File: src/rtl/ram8_stack_ctrl_pkg.sv
// Shared definitions for the RAM-backed LIFO controller: op codes, FSM states, data width.
package ram8_stack_pkg;

  localparam int DW = 8;

  localparam logic [1:0] OP_PUSH  = 2'b00;
  localparam logic [1:0] OP_POP   = 2'b01;
  localparam logic [1:0] OP_PEEK  = 2'b10;
  localparam logic [1:0] OP_CLEAR = 2'b11;

  typedef enum logic [1:0] {
    ST_IDLE  = 2'd0,
    ST_WRITE = 2'd1,
    ST_READ  = 2'd2,
    ST_RESP  = 2'd3
  } state_t;

endpackage

File: src/rtl/ram8_stack_ctrl_if.sv
// Request/response channel of the stack controller.
// master: the requester (drives req_*, consumes rsp_*); slave: the controller.
interface ram8_stack_ctrl_if;
  import ram8_stack_pkg::*;

  logic          req_valid;
  logic          req_ready;
  logic [1:0]    req_op;
  logic [DW-1:0] req_data;
  logic          rsp_valid;
  logic          rsp_ready;
  logic [DW-1:0] rsp_data;
  logic          rsp_err;

  modport master (
    output req_valid, req_op, req_data, rsp_ready,
    input  req_ready, rsp_valid, rsp_data, rsp_err
  );

  modport slave (
    input  req_valid, req_op, req_data, rsp_ready,
    output req_ready, rsp_valid, rsp_data, rsp_err
  );

endinterface

File: src/rtl/ram8_stack_ctrl_ptr.sv
// Stack pointer: saturating up/down counter with clear, plus empty/full flags.
module ram8_stack_ptr #(
  parameter int DEPTH = 256,
  parameter int AW    = 8
) (
  input  logic        clk,
  input  logic        rst,
  input  logic        clr,
  input  logic        inc,
  input  logic        dec,
  output logic [AW:0] count,
  output logic        empty,
  output logic        full
);

  localparam logic [AW:0] FULL_CNT = (AW+1)'(DEPTH);

  // Entry count; guarded so it can never wrap in either direction.
  always_ff @(posedge clk) begin
    if (rst)                count <= '0;
    else if (clr)           count <= '0;
    else if (inc && !full)  count <= count + 1'b1;
    else if (dec && !empty) count <= count - 1'b1;
  end

  assign empty = (count == '0);
  assign full  = (count == FULL_CNT);

endmodule

File: src/rtl/ram8_stack_ctrl.sv
// LIFO controller in front of a 256x8 RAM (write on negedge, combinational read).
// Optional feature macro: STACK_PEEK_EN enables op 10 (peek); otherwise peek is rejected.
//
// state | meaning
// IDLE  | ready for a request; errors and clear go straight to RESP
// WRITE | mem_save at address count, count increments on exit
// READ  | mem_load at address count-1, captures read data (pop decrements)
// RESP  | holds rsp_valid/data/err until rsp_ready
module ram8_stack_ctrl
  import ram8_stack_pkg::*;
#(
  parameter int DEPTH = 256,
  parameter int AW    = 8
) (
  input  logic                   clk,
  input  logic                   rst,
  ram8_stack_ctrl_if.slave       bus,
  output logic [AW-1:0]          mem_address,
  output logic                   mem_load,
  output logic                   mem_save,
  output logic [DW-1:0]          mem_wdata,
  input  logic [DW-1:0]          mem_rdata,
  output logic [AW:0]            count,
  output logic                   empty,
  output logic                   full
);

  state_t        state, state_nxt;
  logic [DW-1:0] data_q;
  logic [1:0]    op_q;
  logic [DW-1:0] rsp_data_q;
  logic          rsp_err_q;
  logic          accept, acc_err;
  logic          cnt_inc, cnt_dec, cnt_clr;
  logic          peek_ok;

`ifdef STACK_PEEK_EN
  assign peek_ok = 1'b1;
`else
  assign peek_ok = 1'b0;
`endif

  ram8_stack_ptr #(.DEPTH(DEPTH), .AW(AW)) u_ptr (
    .clk   (clk),
    .rst   (rst),
    .clr   (cnt_clr),
    .inc   (cnt_inc),
    .dec   (cnt_dec),
    .count (count),
    .empty (empty),
    .full  (full)
  );

  // State register.
  always_ff @(posedge clk) begin
    if (rst) state <= ST_IDLE;
    else     state <= state_nxt;
  end

  // Next state, handshake and RAM strobes; RAM outputs depend only on registered values.
  always_comb begin
    state_nxt     = state;
    accept        = 1'b0;
    acc_err       = 1'b0;
    cnt_inc       = 1'b0;
    cnt_dec       = 1'b0;
    cnt_clr       = 1'b0;
    mem_load      = 1'b0;
    mem_save      = 1'b0;
    mem_address   = '0;
    mem_wdata     = '0;
    bus.req_ready = 1'b0;
    bus.rsp_valid = 1'b0;
    case (state)
      ST_IDLE: begin
        bus.req_ready = 1'b1;
        if (bus.req_valid) begin
          accept = 1'b1;
          case (bus.req_op)
            OP_PUSH: begin
              if (full) begin
                acc_err   = 1'b1;
                state_nxt = ST_RESP;
              end else begin
                state_nxt = ST_WRITE;
              end
            end
            OP_POP: begin
              if (empty) begin
                acc_err   = 1'b1;
                state_nxt = ST_RESP;
              end else begin
                state_nxt = ST_READ;
              end
            end
            OP_PEEK: begin
              if (!peek_ok || empty) begin
                acc_err   = 1'b1;
                state_nxt = ST_RESP;
              end else begin
                state_nxt = ST_READ;
              end
            end
            default: begin
              cnt_clr   = 1'b1;
              state_nxt = ST_RESP;
            end
          endcase
        end
      end
      ST_WRITE: begin
        mem_save    = 1'b1;
        mem_address = count[AW-1:0];
        mem_wdata   = data_q;
        cnt_inc     = 1'b1;
        state_nxt   = ST_RESP;
      end
      ST_READ: begin
        mem_load    = 1'b1;
        mem_address = AW'(count - 1'b1);
        cnt_dec     = (op_q == OP_POP);
        state_nxt   = ST_RESP;
      end
      ST_RESP: begin
        bus.rsp_valid = 1'b1;
        if (bus.rsp_ready) state_nxt = ST_IDLE;
      end
      default: state_nxt = ST_IDLE;
    endcase
  end

  // Request latch and response registers; rsp_* stay frozen while in RESP.
  always_ff @(posedge clk) begin
    if (rst) begin
      data_q     <= '0;
      op_q       <= OP_PUSH;
      rsp_data_q <= '0;
      rsp_err_q  <= 1'b0;
    end else begin
      if (accept) begin
        data_q     <= bus.req_data;
        op_q       <= bus.req_op;
        rsp_data_q <= '0;
        rsp_err_q  <= acc_err;
      end
      if (state == ST_READ) rsp_data_q <= mem_rdata;
    end
  end

  assign bus.rsp_data = rsp_data_q;
  assign bus.rsp_err  = rsp_err_q;

endmodule
File: src/flat_wrapper.sv
// flat-port wrapper written by rule: the top's interface ports become plain ports
module ram8_stack_ctrl_flat import ram8_stack_pkg::*;
#(
  parameter int DEPTH = 256,
  parameter int AW    = 8
)
  (clk, rst, mem_address, mem_load, mem_save, mem_wdata, mem_rdata, count, empty, full, bus_req_valid, bus_req_op, bus_req_data, bus_rsp_ready, bus_req_ready, bus_rsp_valid, bus_rsp_data, bus_rsp_err);
  ram8_stack_ctrl_if bus_i ();
  input  logic clk;
  input  logic rst;
  output logic [AW-1:0] mem_address;
  output logic mem_load;
  output logic mem_save;
  output logic [DW-1:0] mem_wdata;
  input  logic [DW-1:0] mem_rdata;
  output logic [AW:0] count;
  output logic empty;
  output logic full;
  input wire logic [$bits(bus_i.req_valid)-1:0] bus_req_valid;
  input wire logic [$bits(bus_i.req_op)-1:0] bus_req_op;
  input wire logic [$bits(bus_i.req_data)-1:0] bus_req_data;
  input wire logic [$bits(bus_i.rsp_ready)-1:0] bus_rsp_ready;
  output wire logic [$bits(bus_i.req_ready)-1:0] bus_req_ready;
  output wire logic [$bits(bus_i.rsp_valid)-1:0] bus_rsp_valid;
  output wire logic [$bits(bus_i.rsp_data)-1:0] bus_rsp_data;
  output wire logic [$bits(bus_i.rsp_err)-1:0] bus_rsp_err;
  assign bus_i.req_valid = bus_req_valid;
  assign bus_i.req_op = bus_req_op;
  assign bus_i.req_data = bus_req_data;
  assign bus_i.rsp_ready = bus_rsp_ready;
  assign bus_req_ready = bus_i.req_ready;
  assign bus_rsp_valid = bus_i.rsp_valid;
  assign bus_rsp_data = bus_i.rsp_data;
  assign bus_rsp_err = bus_i.rsp_err;
  ram8_stack_ctrl #(.DEPTH(DEPTH), .AW(AW)) u_core (.clk(clk), .rst(rst), .bus(bus_i), .mem_address(mem_address), .mem_load(mem_load), .mem_save(mem_save), .mem_wdata(mem_wdata), .mem_rdata(mem_rdata), .count(count), .empty(empty), .full(full));
endmodule
File: config.mk
export PLATFORM = sky130hd
export DESIGN_NAME = ram8_stack_ctrl_flat
export DESIGN_NICKNAME = d
export VERILOG_FILES = /design/src/rtl/ram8_stack_ctrl_pkg.sv /design/src/rtl/ram8_stack_ctrl_if.sv /design/src/rtl/ram8_stack_ctrl_ptr.sv /design/src/rtl/ram8_stack_ctrl.sv /design/src/flat_wrapper.sv
export SDC_FILE = /design/constraint.sdc
export NUM_CORES = 1
export LEC_CHECK = 0
export BUFFER_PORTS_ARGS = -buffer_cell sky130_fd_sc_hd__buf_2
export CORE_UTILIZATION = 46
export DETAILED_ROUTE_END_ITERATION = 8
export PLACE_DENSITY_LB_ADDON = 0.08
export SLEW_MARGIN = 15
export SYNTH_ARGS = -nofsm -noshare
export SYNTH_HDL_FRONTEND = slang
export SYNTH_SLANG_ARGS = --single-unit
File: constraint.sdc
create_clock -name clk -period 2.04 [get_ports clk]
set_input_delay 0.204 -clock clk [delete_from_list [all_inputs] [get_ports clk]]
set_output_delay 0.204 -clock clk [all_outputs]
set_load 0.03 [all_outputs]
==> results.md <==
* Status: complete, but fails checks
* Failing checks: setup timing
* Post-synth top cells: nand2_1, a21oi_1, dfxtp_1
* First-pass GRT wire length at between 8 and 9 mm
* Post-Route WL at 5.13 mm
* Clk sinks at 30
* DRT Pass-1 Iters at 4
* Final nets at about 360
* Post-Syn Area at roughly 0.0019 mm²
* Initial Util at 49.7%
* CTS max path bufs at 2
* Cell Chain, Critical Path: or4_4, nor4_4, xor2_1, a22oi_1, nor2b_2, buf_6
* I/O Pins at 62
* # placed instances at ~360
* Top-count cell post-synth: nand2_1
* Setup violations, final at 2
* CP bufs+invs at 1
* FP Rows at 22
* Core ar. at about 0.0038 mm²
* Tot GR Track Use at between 20% and 30%
* Startpoint types: register
* Finished Layout Cells at 382
* Post-route core utilization at approximately 70%
* Fin worst setup slack at -92.2 ps
* CP max FO at 4
* Final Slew Violations at 0
* Clk Latency, worst-skew pair at 290 ps
* CTS tree: built
* Mapped Cells at between 200 and 300
* Layout Skew at roughly 11 ps
* Initial antenna violation count at 0
* HP Class: in2reg
* Drt drc at 0
* Num CTS Buffers at 5
* Gr ovfl total at 0
* Die ar. at approximately 0.0044 mm²
* Post-route ant nets at 0
* Slew HR at between 70% and 80%
* Critical path class: reg2out
* Slowest Stage Delay on Critical Path at 580 ps
* Register bit total from synthesis at 30
* Period minus WS final at about 2100 ps
* H-tree depth at 2
* Vias in the first global route at 1697
* Vias at approximately 2k
* Die Ht at around 66 µm
* Die Width at roughly 66 µm
* Clock transition at the registers of the reported paths at around 70 ps
* Post-DP HPWL at about 3.5 mm
* Worst Setup End Kind: primary output
* Top-area cell type share of the netlist area at between 30% and 40%
* Lkg Pwr at ~1.2 nW
* Fin crit share at 105%
* Asr flop ratio synth at 0%
* DRC marker count from the first detailed-route iteration at ~170
* Slowest cell on crit path: or4_4
* P&R area growth vs syn at 40.9%
* Post-synthesis sequential area ratio at between 30% and 40%
* CP required at between 1500 and 2000 ps
* Synth Area per Inst at roughly 7.4 µm²
* Routability cong. at 0.852
* Synthesized net count at 285
* Layout cells sized above 1 at between 30% and 40%
* Avg WL per Cell at about 13 µm
* Cell family with most CP delay: simple AND/OR/NAND/NOR gates
* Via density at ~5.3
* Worst-margin pin slew at about 380 ps
* Largest net degree at the start of global routing at 30
* Unrepaired setup endpoints after global routing: true
* # diodes at 0
* Port Buf Inserts at between 60 and 70
* Cell variety after synth at between 40 and 50
* CTS root buffer: clkbuf_8
* Fill cells at about 320
* Maximum VDD drop at about 0.00096 V
* Pwr dens at between 1000 and 1500 mW/mm²
* Synth Warn # at 0
* Worst path arrival time at between 1500 and 2000 ps
* Pwr Total at approximately 3.8 mW
* Fin. Hold Viols at 0
* Main synth FF type: dfxtp_1
* EDFF count, synth at 0
* Cell taking the most area after synthesis: dfxtp_1
* Largest cells by area after synthesis: dfxtp_1, a21oi_1, nand2_1, nor2_1, ha_1
* Achievable Freq at between 0.4 and 0.5 GHz
* Max-cap violations at 0
final timing paths:
check	startpoint	depth (start not counted)	slack (ps)	endpoint
setup / recovery	u_core.u_ptr.count[2]	6	-90	mem_address[7]
setup reg to reg	u_core.u_ptr.count[0]	8	90	u_core.u_ptr.count[5]
hold / removal	mem_rdata[4]	3	140	u_core.bus.rsp_data[4]
hold reg to reg	u_core.data_q[0]	2	450	u_core.data_q[0]
layout by cell type, fill, tap and decap left out, drive strengths merged, types with 2 or more instances in the layout:
cell / netlist / layout
a21oi: 30 / 30
a22oi: 2 / 2
a311oi: 3 / 3
and2: 13 / 13
buf: 6 / 88
clkbuf: 11 / 5
clkinv: 1 / 3
dfxtp: 30 / 30
ha: 8 / 8
inv: 12 / 12
mux2i: 2 / 2
nand2: 39 / 39
nand3: 7 / 7
nand3b: 3 / 3
nand4: 4 / 4
nor2: 28 / 28
nor2b: 6 / 6
nor3: 2 / 2
nor3b: 2 / 2
nor4: 3 / 3
o211ai: 2 / 2
o21ai: 8 / 8
o22a: 2 / 2
o31ai: 3 / 3
or2: 2 / 2
or3: 2 / 2
or4: 2 / 2
xnor2: 3 / 3
xor2: 6 / 6
registers in the layout (all words and copies together), names as in the netlist:
name	count
u_core.bus.rsp_err	1
u_core.u_ptr.count	9
u_core.bus.rsp_data	8
u_core.state	2
u_core.op_q	2
u_core.data_q	8
cell type report:
cell class / instances / area [µm²] / area share, %
inverter: 13 / 58.8 / 2.21
clock inverter: 3 / 40.0 / 1.50
timing repair buffer: 88 / 548 / 20.6
tap: 48 / 60.1 / 2.26
sequential: 30 / 612 / 23.0
multi-input combinational: 195 / 1270 / 47.9
clock buffer: 5 / 68.8 / 2.58
through the flow:
| step | setup TNS (ps) | cell area, µm² | hold WS (ps) | worst slack [ps] |
|---|---|---|---|---|
| finish | -97.0 | 2660 | 141 | -92.2 |
| detailed placement | 0 | 2350 | 441 | 62.3 |
| global placement | 0 | 2350 | 433 | 129 |
| CTS | -132 | 2580 | 140 | -96.7 |
| floorplan | -9.41 | 1940 | 276 | -8.91 |
| global route | -270 | 2660 | 138 | -183 |
worst register-to-register path: stages (launching register included):
cell and delay, ps:
dfxtp_4 360, inv_4 80, ha_4 130, or3b_4 370, buf_4 160, o31ai_4 240, buf_4 200, a21oi_1 70
o31ai_1 240
metal layers:
metal / track usage (%) / routed length, µm / vias to the layer above / part of all wire, %
met5: 0 / 0 / - / 0
met1: 31.8 / 2270 / 903 / 44
met3: 6.90 / 326 / 7 / 6.4
met2: 39.9 / 2440 / 76 / 47
li1: - / - / 1024 / -
met4: 9.31 / 93 / 0 / 1.8
timing repair:
| item | in CTS | in global routing |
|---|---|---|
| hold buffers | 0 | 0 |
| buffers inserted | 9 | 3 |
| endpoints found under the setup margin | 7 | 10 |
| gates resized for setup | 21 | 15 |
| pin swaps | 1 | 5 |
power breakdown:
part	leakage [nW]	internal, mW	switching, mW
Combinational	0.911	0.961	1.41
Sequential	0.247	0.711	0.0813
Clock	0.0579	0.359	0.238
Total	1.22	2.03	1.73
cells by family after synthesis:
family	synth area share [%]
AND/OR/NAND/NOR	30.3
AO/OA/AOI/OAI	20.2
buffers and inverters	6.56
flip-flops	31.8
XOR/XNOR	4.17
adder cells (fa/ha/maj)	5.30
multiplexers	1.66
Note: power is estimated with default switching activity, not from simulation.
